==> src/rtl/nubus_pkg.sv <==
// Shared types and constants for the NuBus slave responder.
package nubus_pkg;

    typedef enum logic [1:0] {
        S_IDLE    = 2'd0,
        S_WDATA   = 2'd1,
        S_ACCESS  = 2'd2,
        S_RESPOND = 2'd3
    } state_t;

    // Status codes as driven on {TM1,TM0}, asserted-high.
    localparam logic [1:0] ST_COMPLETE  = 2'b00;
    localparam logic [1:0] ST_ERROR     = 2'b01;
    localparam logic [1:0] ST_TIMEOUT   = 2'b10;
    localparam logic [1:0] ST_TRY_AGAIN = 2'b11;

    // Size codes formed as {TM0, AD[1:0]} at START.
    localparam logic [2:0] SZ_BYTE0 = 3'b000;
    localparam logic [2:0] SZ_BYTE1 = 3'b001;
    localparam logic [2:0] SZ_BYTE2 = 3'b010;
    localparam logic [2:0] SZ_BYTE3 = 3'b011;
    localparam logic [2:0] SZ_HALF0 = 3'b100;
    localparam logic [2:0] SZ_BLOCK = 3'b101;
    localparam logic [2:0] SZ_HALF1 = 3'b110;
    localparam logic [2:0] SZ_WORD  = 3'b111;

    // Byte-lane enables for a size code; block mode enables no lanes.
    function automatic logic [3:0] sel_from_size(input logic [2:0] code);
        logic [3:0] sel;
        case (code)
            SZ_BYTE0: sel = 4'b0001;
            SZ_BYTE1: sel = 4'b0010;
            SZ_BYTE2: sel = 4'b0100;
            SZ_BYTE3: sel = 4'b1000;
            SZ_HALF0: sel = 4'b0011;
            SZ_HALF1: sel = 4'b1100;
            SZ_WORD:  sel = 4'b1111;
            default:  sel = 4'b0000;
        endcase
        return sel;
    endfunction

endpackage

==> src/rtl/nubus_mode_decode.sv <==
// Combinational decode of NuBus transfer mode into direction and byte lanes.
module nubus_mode_decode
    import nubus_pkg::*;
(
    input  logic [1:0] tm_in,
    input  logic [1:0] ad_lo,
    output logic       we,
    output logic [3:0] sel,
    output logic       is_block
);

    logic [2:0] code;

    // TM1 gives direction; {TM0, AD[1:0]} gives the transfer size.
    always_comb begin
        code     = {tm_in[0], ad_lo};
        we       = tm_in[1];
        sel      = sel_from_size(code);
        is_block = (code == SZ_BLOCK);
    end

endmodule

==> src/rtl/nubus_slave_responder.sv <==
// NuBus slave transaction engine: START decode, one local-bus access, single-cycle ACK.
module nubus_slave_responder
    import nubus_pkg::*;
#(
    parameter int TIMEOUT_CYCLES = 200,
    parameter int LB_ADDR_W      = 22
) (
    input  logic                 sys_clk,
    input  logic                 sys_rst,
    input  logic [3:0]           slot_id,
    input  logic                 start,
    input  logic                 ack_in,
    input  logic [31:0]          ad_in,
    input  logic [1:0]           tm_in,
    output logic [31:0]          ad_out,
    output logic                 ad_oe,
    output logic [1:0]           tm_out,
    output logic                 ack_out,
    output logic                 resp_oe,
    output logic                 lb_cyc,
    output logic                 lb_we,
    output logic [LB_ADDR_W-1:0] lb_adr,
    output logic [3:0]           lb_sel,
    output logic [31:0]          lb_dat_w,
    input  logic [31:0]          lb_dat_r,
    input  logic                 lb_ack,
    input  logic                 lb_err
);

    localparam int CNT_W = $clog2(TIMEOUT_CYCLES + 1);

    state_t               state_q, state_d;
    logic [CNT_W-1:0]     cnt_q, cnt_d;
    logic                 lb_cyc_q, lb_cyc_d;
    logic                 lb_we_q, lb_we_d;
    logic [LB_ADDR_W-1:0] lb_adr_q, lb_adr_d;
    logic [3:0]           lb_sel_q, lb_sel_d;
    logic [31:0]          lb_dat_w_q, lb_dat_w_d;
    logic [31:0]          ad_out_q, ad_out_d;
    logic                 ad_oe_q, ad_oe_d;
    logic [1:0]           tm_out_q, tm_out_d;
    logic                 ack_out_q, ack_out_d;
    logic                 resp_oe_q, resp_oe_d;

    logic                 dec_we;
    logic [3:0]           dec_sel;
    logic                 dec_block;
    logic                 match;

    nubus_mode_decode u_mode_decode (
        .tm_in    (tm_in),
        .ad_lo    (ad_in[1:0]),
        .we       (dec_we),
        .sel      (dec_sel),
        .is_block (dec_block)
    );

    // A START addressed to our slot space; attention cycles (ACK also high) excluded.
    always_comb begin
        match = start && !ack_in && (ad_in[31:28] == 4'hF) && (ad_in[27:24] == slot_id);
    end

    // Next-state and registered-output computation; outputs only live in their own states.
    always_comb begin
        state_d    = state_q;
        cnt_d      = cnt_q;
        lb_cyc_d   = 1'b0;
        lb_we_d    = lb_we_q;
        lb_adr_d   = lb_adr_q;
        lb_sel_d   = lb_sel_q;
        lb_dat_w_d = lb_dat_w_q;
        ad_out_d   = ad_out_q;
        ad_oe_d    = 1'b0;
        tm_out_d   = ST_COMPLETE;
        ack_out_d  = 1'b0;
        resp_oe_d  = 1'b0;
        case (state_q)
            S_IDLE: begin
                if (match) begin
                    if (dec_block) begin
                        state_d   = S_RESPOND;
                        resp_oe_d = 1'b1;
                        ack_out_d = 1'b1;
                        tm_out_d  = ST_ERROR;
                    end else begin
                        lb_adr_d = ad_in[LB_ADDR_W+1:2];
                        lb_sel_d = dec_sel;
                        lb_we_d  = dec_we;
                        if (dec_we) begin
                            state_d = S_WDATA;
                        end else begin
                            state_d  = S_ACCESS;
                            lb_cyc_d = 1'b1;
                        end
                    end
                end
            end
            S_WDATA: begin
                lb_dat_w_d = ad_in;
                state_d    = S_ACCESS;
                lb_cyc_d   = 1'b1;
            end
            S_ACCESS: begin
                if (lb_err || lb_ack || (cnt_q == CNT_W'(TIMEOUT_CYCLES - 1))) begin
                    state_d   = S_RESPOND;
                    resp_oe_d = 1'b1;
                    ack_out_d = 1'b1;
                    cnt_d     = '0;
                    if (lb_err) begin
                        tm_out_d = ST_ERROR;
                    end else if (lb_ack) begin
                        tm_out_d = ST_COMPLETE;
                        if (!lb_we_q) begin
                            ad_out_d = lb_dat_r;
                            ad_oe_d  = 1'b1;
                        end
                    end else begin
                        tm_out_d = ST_TIMEOUT;
                    end
                end else begin
                    cnt_d    = cnt_q + CNT_W'(1);
                    lb_cyc_d = 1'b1;
                end
            end
            S_RESPOND: begin
                state_d = S_IDLE;
                cnt_d   = '0;
            end
            default: state_d = S_IDLE;
        endcase
    end

    // State and output registers; reset clears everything so nothing is driven.
    always_ff @(posedge sys_clk or posedge sys_rst) begin
        if (sys_rst) begin
            state_q    <= S_IDLE;
            cnt_q      <= '0;
            lb_cyc_q   <= 1'b0;
            lb_we_q    <= 1'b0;
            lb_adr_q   <= '0;
            lb_sel_q   <= 4'b0000;
            lb_dat_w_q <= 32'h0;
            ad_out_q   <= 32'h0;
            ad_oe_q    <= 1'b0;
            tm_out_q   <= 2'b00;
            ack_out_q  <= 1'b0;
            resp_oe_q  <= 1'b0;
        end else begin
            state_q    <= state_d;
            cnt_q      <= cnt_d;
            lb_cyc_q   <= lb_cyc_d;
            lb_we_q    <= lb_we_d;
            lb_adr_q   <= lb_adr_d;
            lb_sel_q   <= lb_sel_d;
            lb_dat_w_q <= lb_dat_w_d;
            ad_out_q   <= ad_out_d;
            ad_oe_q    <= ad_oe_d;
            tm_out_q   <= tm_out_d;
            ack_out_q  <= ack_out_d;
            resp_oe_q  <= resp_oe_d;
        end
    end

    assign lb_cyc   = lb_cyc_q;
    assign lb_we    = lb_we_q;
    assign lb_adr   = lb_adr_q;
    assign lb_sel   = lb_sel_q;
    assign lb_dat_w = lb_dat_w_q;
    assign ad_out   = ad_out_q;
    assign ad_oe    = ad_oe_q;
    assign tm_out   = tm_out_q;
    assign ack_out  = ack_out_q;
    assign resp_oe  = resp_oe_q;

endmodule

==> config.mk <==
export PLATFORM = sky130hd
export DESIGN_NAME = nubus_slave_responder
export DESIGN_NICKNAME = d
export VERILOG_FILES = /design/src/rtl/nubus_pkg.sv /design/src/rtl/nubus_mode_decode.sv /design/src/rtl/nubus_slave_responder.sv
export SDC_FILE = /design/constraint.sdc
export NUM_CORES = 1
export LEC_CHECK = 0
export ABC_AREA = 1
export CAP_MARGIN = 30
export CORE_MARGIN = 3
export CORE_UTILIZATION = 40
export DETAILED_ROUTE_END_ITERATION = 8
export PLACE_DENSITY = 0.78
export SYNTH_ARGS = -nofsm -noshare
export SYNTH_HDL_FRONTEND = slang
export SYNTH_SLANG_ARGS = --single-unit
==> constraint.sdc <==
create_clock -name sys_clk -period 3.3 [get_ports sys_clk]
set_input_delay 0.495 -clock sys_clk [delete_from_list [all_inputs] [get_ports sys_clk]]
set_output_delay 0.495 -clock sys_clk [all_outputs]
set_load 0.01 [all_outputs]
; Yosys cells after proc, flatten, opt, wreduce, memory -nomap -nowiden
; Cells that the tools add are included.
; W data, S select, Z words.
[classes]
n_addsub = 1
mux = 28
eq_ne = 15
reduce_logical = 12
bitwise = 3
[ops]
columns = operator, count
row1 = $pmux W4 S7, 1
row2 = $pmux W8 S2, 1
row3 = $mux W1, 14
row4 = $mux W2, 7
row5 = $eq A3 B3 Y1 const B, 4
row6 = $add A8 B1 Y8 const B, 1
row7 = $eq A8 B8 Y1 const B, 1
row8 = $mux W8, 1
row9 = $pmux W2 S4, 1
row10 = $eq A3 B2 Y1 const B, 2
row11 = $reduce_and A5 Y1, 1
row12 = $eq A2 B2 Y1 const B, 2
row13 = $eq A4 B4 Y1, 1
row14 = $eq A4 B4 Y1 const B, 1
row15 = $ne A2 B2 Y1 const B, 2
row16 = $pmux W2 S2, 1
row17 = $eq A3 B1 Y1 const B, 1
row18 = $logic_and A1 B1 Y1, 3
row19 = $logic_not A3 Y1, 1
row20 = $not A1 Y1, 3
row21 = $pmux W1 S3, 1
row22 = $reduce_and A3 Y1, 1
row23 = $eq A2 B1 Y1 const B, 1
row24 = $logic_not A2 Y1, 1
row25 = 5 further kinds, 6
[word_totals]
ff_bits = 106
out_inout_bits = 97
input_bits = 76
wordCells = 70

; Longest topological paths before layout
[depth]
word_depth = 6
mapped_depth = 10
mapped_depth_nobuf = 10

; Modules after synthesis
; From an unflattened synthesis, not the netlist that was laid out.
[unflattened]
cells_unflattened = 523
area_unflattened_um2 = 4625.7
[by_module_without_submodules]
columns = module, cells_per_inst, instances, seq_area_each_um2, area_per_inst_um2
row1 = nubus_slave_responder, 509, 1, 2652.5, 4560.6
row2 = nubus_mode_decode, 14, 1, 0.0, 65.1

; Worst setup path before layout
; OpenSTA, ideal clock, no wires.
[synth_timing]
path_type = flip-flop to flip-flop
from = register state_q[0]
to = register cnt_q[5]
required_ps = 3223
stages_incl_launch_ff = 8
setup_ps = 77
synth_period_minus_slack_ps = 1455
path_buffers = 0
path_slack_ps = 1845
arrival_time_ps = 1378
path_cell_list = dfrtp_1 -> inv_1 -> ha_1 -> inv_2 -> or2_1 -> nor2_2 -> nand3_2 -> o21ai_1
[synth_between]
elab_chain_cells = 2
elab_cells_between_ends = 4
classes_between = eq/ne: 2 / mux: 1 / reduce/logical: 1
[synth_lines]
columns = element, line_no
row1 = from (decl), nubus_slave_responder.sv:32  ; state_t state_q, state_d;
row2 = from (signal assigned), nubus_slave_responder.sv:149  ; state_q <= state_d;
row3 = $eq A2 B2 Y1, nubus_slave_responder.sv:77  ; case (state_q)
row4 = $pmux W8 S2 / $reduce_bool A2 Y1 (equally long branches), --
row5 = to (signal assigned), nubus_slave_responder.sv:150  ; cnt_q <= cnt_d;
row6 = to (decl), nubus_slave_responder.sv:33  ; logic [CNT_W-1:0] cnt_q, cnt_d;
; Parallel ways exist; a longest one is shown, timed or not.
; A chain may end at the register's enable or synchronous reset.

; Worst setup path in the final report
[layout_timing]
from = input port start
to = register lb_adr_q[10] (netlist: lb_adr[10])
[layout_between]
elab_chain_cells = 4
[layout_lines]
columns = element, line_no
row1 = from (decl), nubus_slave_responder.sv:11  ; input logic start,
row2 = $logic_and A1 B1 Y1 (3 in series), nubus_slave_responder.sv:60  ; match = start && !ack_in && (ad_in[31:28] == 4'hF) && (ad_in[27:24] == slot_id);
row3 = $reduce_and A3 Y1 (no source line), --
row4 = to (signal assigned), nubus_slave_responder.sv:153  ; lb_adr_q <= lb_adr_d;
row5 = to (decl), nubus_slave_responder.sv:36  ; logic [LB_ADDR_W-1:0] lb_adr_q, lb_adr_d;
; No other way between the ends.

==> impl_metrics.py <==
metrics = {
    "clock_network": {
        "clock-root-buffer": "clkbuf_16",
        "tritoncts": "built",
        "htreeDepth": 3,
        "cts_made_buffers": 9,
        "post_cts.repair.setup_buffers": 0,
        "cts.path.max_buffers": 2,
        "cts_resized": 0,
        "clk_pin_slew_ns": 0.07,
        "clock_latency_ns": 0.34,
        "cts_num_sinks": 106,
        "ctsHoldBuffers": 0,
    },
    "worst_setup_path": {
        "crit_slowest_cell": "clkdlybuf4s50_1",
        "critPathKind": "primary input to flip-flop",
        "required_ns": 3.52,
        "worst_setup_path_end_kind": "flip-flop",
        "cp_max_fo": 22,
        "cpMostUsedCell": "nand2_1",
        "r2r_end": "lb_adr[10]",
        "crit_start": "start",
        "crit_arrival_ns": 2.24,
        "r2r-start": "state_q[0]",
        "cp-start-kind": "primary input",
        "cp_num_buf_inv": 2,
        "reg2reg_slack_ns": 1.38,
        "critical_path.cell_chain": "clkdlybuf4s50_1 -> inv_1 -> nor2_1 -> nand3_1 -> nor2_2 -> nand4_2 -> nand2_1 -> nand2_1",
        "critical-path-top-delay-family": "simple AND/OR/NAND/NOR gates",
        "slowest_delay_ns": 0.45,
        "r2r_cells": 6,
    },
    "floorplanning": {
        "start_util_pct": 41.54,
        "ios": 173,
        "rows": 38,
        "core_um2": 10980,
        "die_area_um2": 12720,
        "dieHeight_um": 112.8,
        "fp.dieW_um": 112.8,
    },
    "sta": {
        "clock_skew_ns": 0.008563,
        "fmax_mhz": 496.2,
        "tightest_slew_ns": 0.8892,
        "hold_viol": 0,
        "grt_setup_unrepaired": "no",
        "setup_viol": 0,
        "report.final.slew_viol_count": 0,
        "fin_crit_ns": 2.015,
        "fin_tns_setup_ns": 0,
        "finalCritPeriodShare_pct": 61.07,
        "max_slew_margin_pct": 40.72,
    },
    "hold_path": {
        "min_path_cells": 2,
        "hold_path_class": "flip-flop to flip-flop",
        "worstHoldStart": "lb_adr[17]",
        "hold_end": "lb_adr[17]",
    },
    "finish": {
        "diodes": 0,
        "final_common_cell": "nand2_1",
        "final_area_um2": 6670,
        "drive_gt1_share_pct": 9.394,
        "nNetsFinal": 738,
        "layout_common_cells": "203 x nand2_1, 172 x clkdlybuf4s50_1, 106 x dfrtp_1, 27 x nand4_1, 26 x mux2_2",
        "final_util_pct": 60.73,
        "area.growth.synth_to_final_pct": 46.22,
    },
    "pwr": {
        "power_density_nw_per_um2": 754.9,
        "total_leakage_power_nw": 3.169,
        "irDropWorstVdd_mv": 0.4191,
    },
    "placed_design": {
        "port_buffers": 172,
        "gp_congestion": 0.8444,
        "dp_hpwl_um": 8831,
        "dpl_cell_area_um2": 6392,
    },
    "synthesis": {
        "yosys_warnings": 0,
        "yosys.area.top_type": "dfrtp_1",
        "syn_nets": 571,
        "yosysTopAreaCellShare_pct": 58.15,
        "syn_avg_cell_area_um2": 9.329,
        "synth_area_um2": 4562,
        "ys_seq_elements": 106,
        "synthTopCellsByArea": "dfrtp_1 58%, nand2_1 17%, mux2_2 6.4%",
        "synth_seq_area_share_pct": 58.15,
        "synth.distinct_cells": 27,
        "syn_inst": 489,
    },
    "global_route": {
        "grt_max_degree": 62,
        "grt_first_pass_wirelength_um": 19110,
        "grt_overflow": 0,
        "antenna_found_initial": 0,
        "grt_use_total_pct": 18.59,
        "grt_pass1_vias": 3913,
    },
    "detailed_routing": {
        "dr.pass1.iters": 4,
        "vias_per_cell": 4.919,
        "vias": 3935,
        "wl_per_cell_um": 14.66,
        "antenna_left": 0,
        "drc": 0,
        "routed_wirelength_um": 11720,
        "drt_iter0_drc": 203,
    },
    "job": {
        "maxCapViolCount": 0,
    },
    "run_status": {
        "status": "completed",
    },
}
cell type report:
cell class                      instances  area [um^2]
Clock inverter                          5        38.79
Clock buffer                           10        239.0
Tap cell                              140        175.2
Multi-Input combinational cell        331         1678
Sequential cell                       106         2653
Timing Repair Buffer                  176         1764
Inverter                               32        122.6
Fill cell                             935         4313
worst register-to-register path, cell delays in order (launching register included):
cell	delay [ns]
dfrtp_1	0.42
inv_1	0.12
ha_1	0.15
buf_4	0.29
nand4_2	0.52
nand2_1	0.22
nand2_1	0.08
per-layer routing:
| metal | track usage [%] | part of all wire (%) | vias to the layer above |
|---|---|---|---|
| met5 | 0 | 0 | - |
| met3 | 6.471 | 7.7 | 14 |
| met1 | 23.67 | 42 | 1869 |
| met2 | 30.13 | 49 | 150 |
| met4 | 5.449 | 1.4 | 0 |
| li1 | - | - | 1902 |
sequential cells by signal (all words and copies together) (netlist names), 2 cells and up:
| name | flops |
|---|---|
| ad_out | 32 |
| lb_dat_w | 32 |
| lb_adr | 22 |
| cnt_q | 8 |
| lb_sel | 4 |
| state_q | 2 |
| tm_out | 2 |
cells in the mapped netlist, drive strengths merged:
master,count
inv,32
xnor2,1
a31oi,1
nand4,28
nand2,203
nor3,2
o21ai,12
xor2,4
and3,1
nor2,23
nand3,12
dfrtp,106
ha,6
buf,13
or2,1
a21oi,9
clkbuf,7
mux2,26
o22ai,2
kinds of logic after synthesis:
family                   Yosys count  synth area share [%]
XOR/XNOR                           5                0.9599
adder cells (fa/ha/maj)            6                 1.646
multiplexers                      26                 6.418
AO/OA/AOI/OAI                     24                 2.715
flip-flops                       106                 58.15
buffers and inverters             52                 5.129
AND/OR/NAND/NOR                  270                 24.99
power by group:
group | internal, mW | leakage (nW) | total, mW | switching, mW
combinational | 1.14 | 1.69 | 2.07 | 0.925
sequential | 1.73 | 1.34 | 1.97 | 0.239
clock | 0.534 | 0.135 | 0.996 | 0.463
through the flow:
stage          instances  total power [mW]  worst slack [ns]  hold slack, ns
6_report             800             5.035             1.285          0.4700
5_1_grt              800             5.368             1.088          0.5062
4_1_cts              800             5.108             1.288          0.4739
3_5_place_dp         785             4.083            0.9194          0.4574
3_3_place_gp         785             4.013            0.9947          0.4529
2_1_floorplan        489             2.930           0.01611          0.4747
worst max-delay path by stage:
stage	end	slack [ns]	cells after the start
CTS	lb_adr[9]	1.29	8
detailed placement	lb_adr[9]	0.92	8
global placement	lb_adr[11]	0.99	8
floorplan	ad_oe	0.02	1
global route	lb_adr[9]	1.09	8
finish	lb_adr[10]	1.28	8
Note: power is estimated with default switching activity, not from simulation.
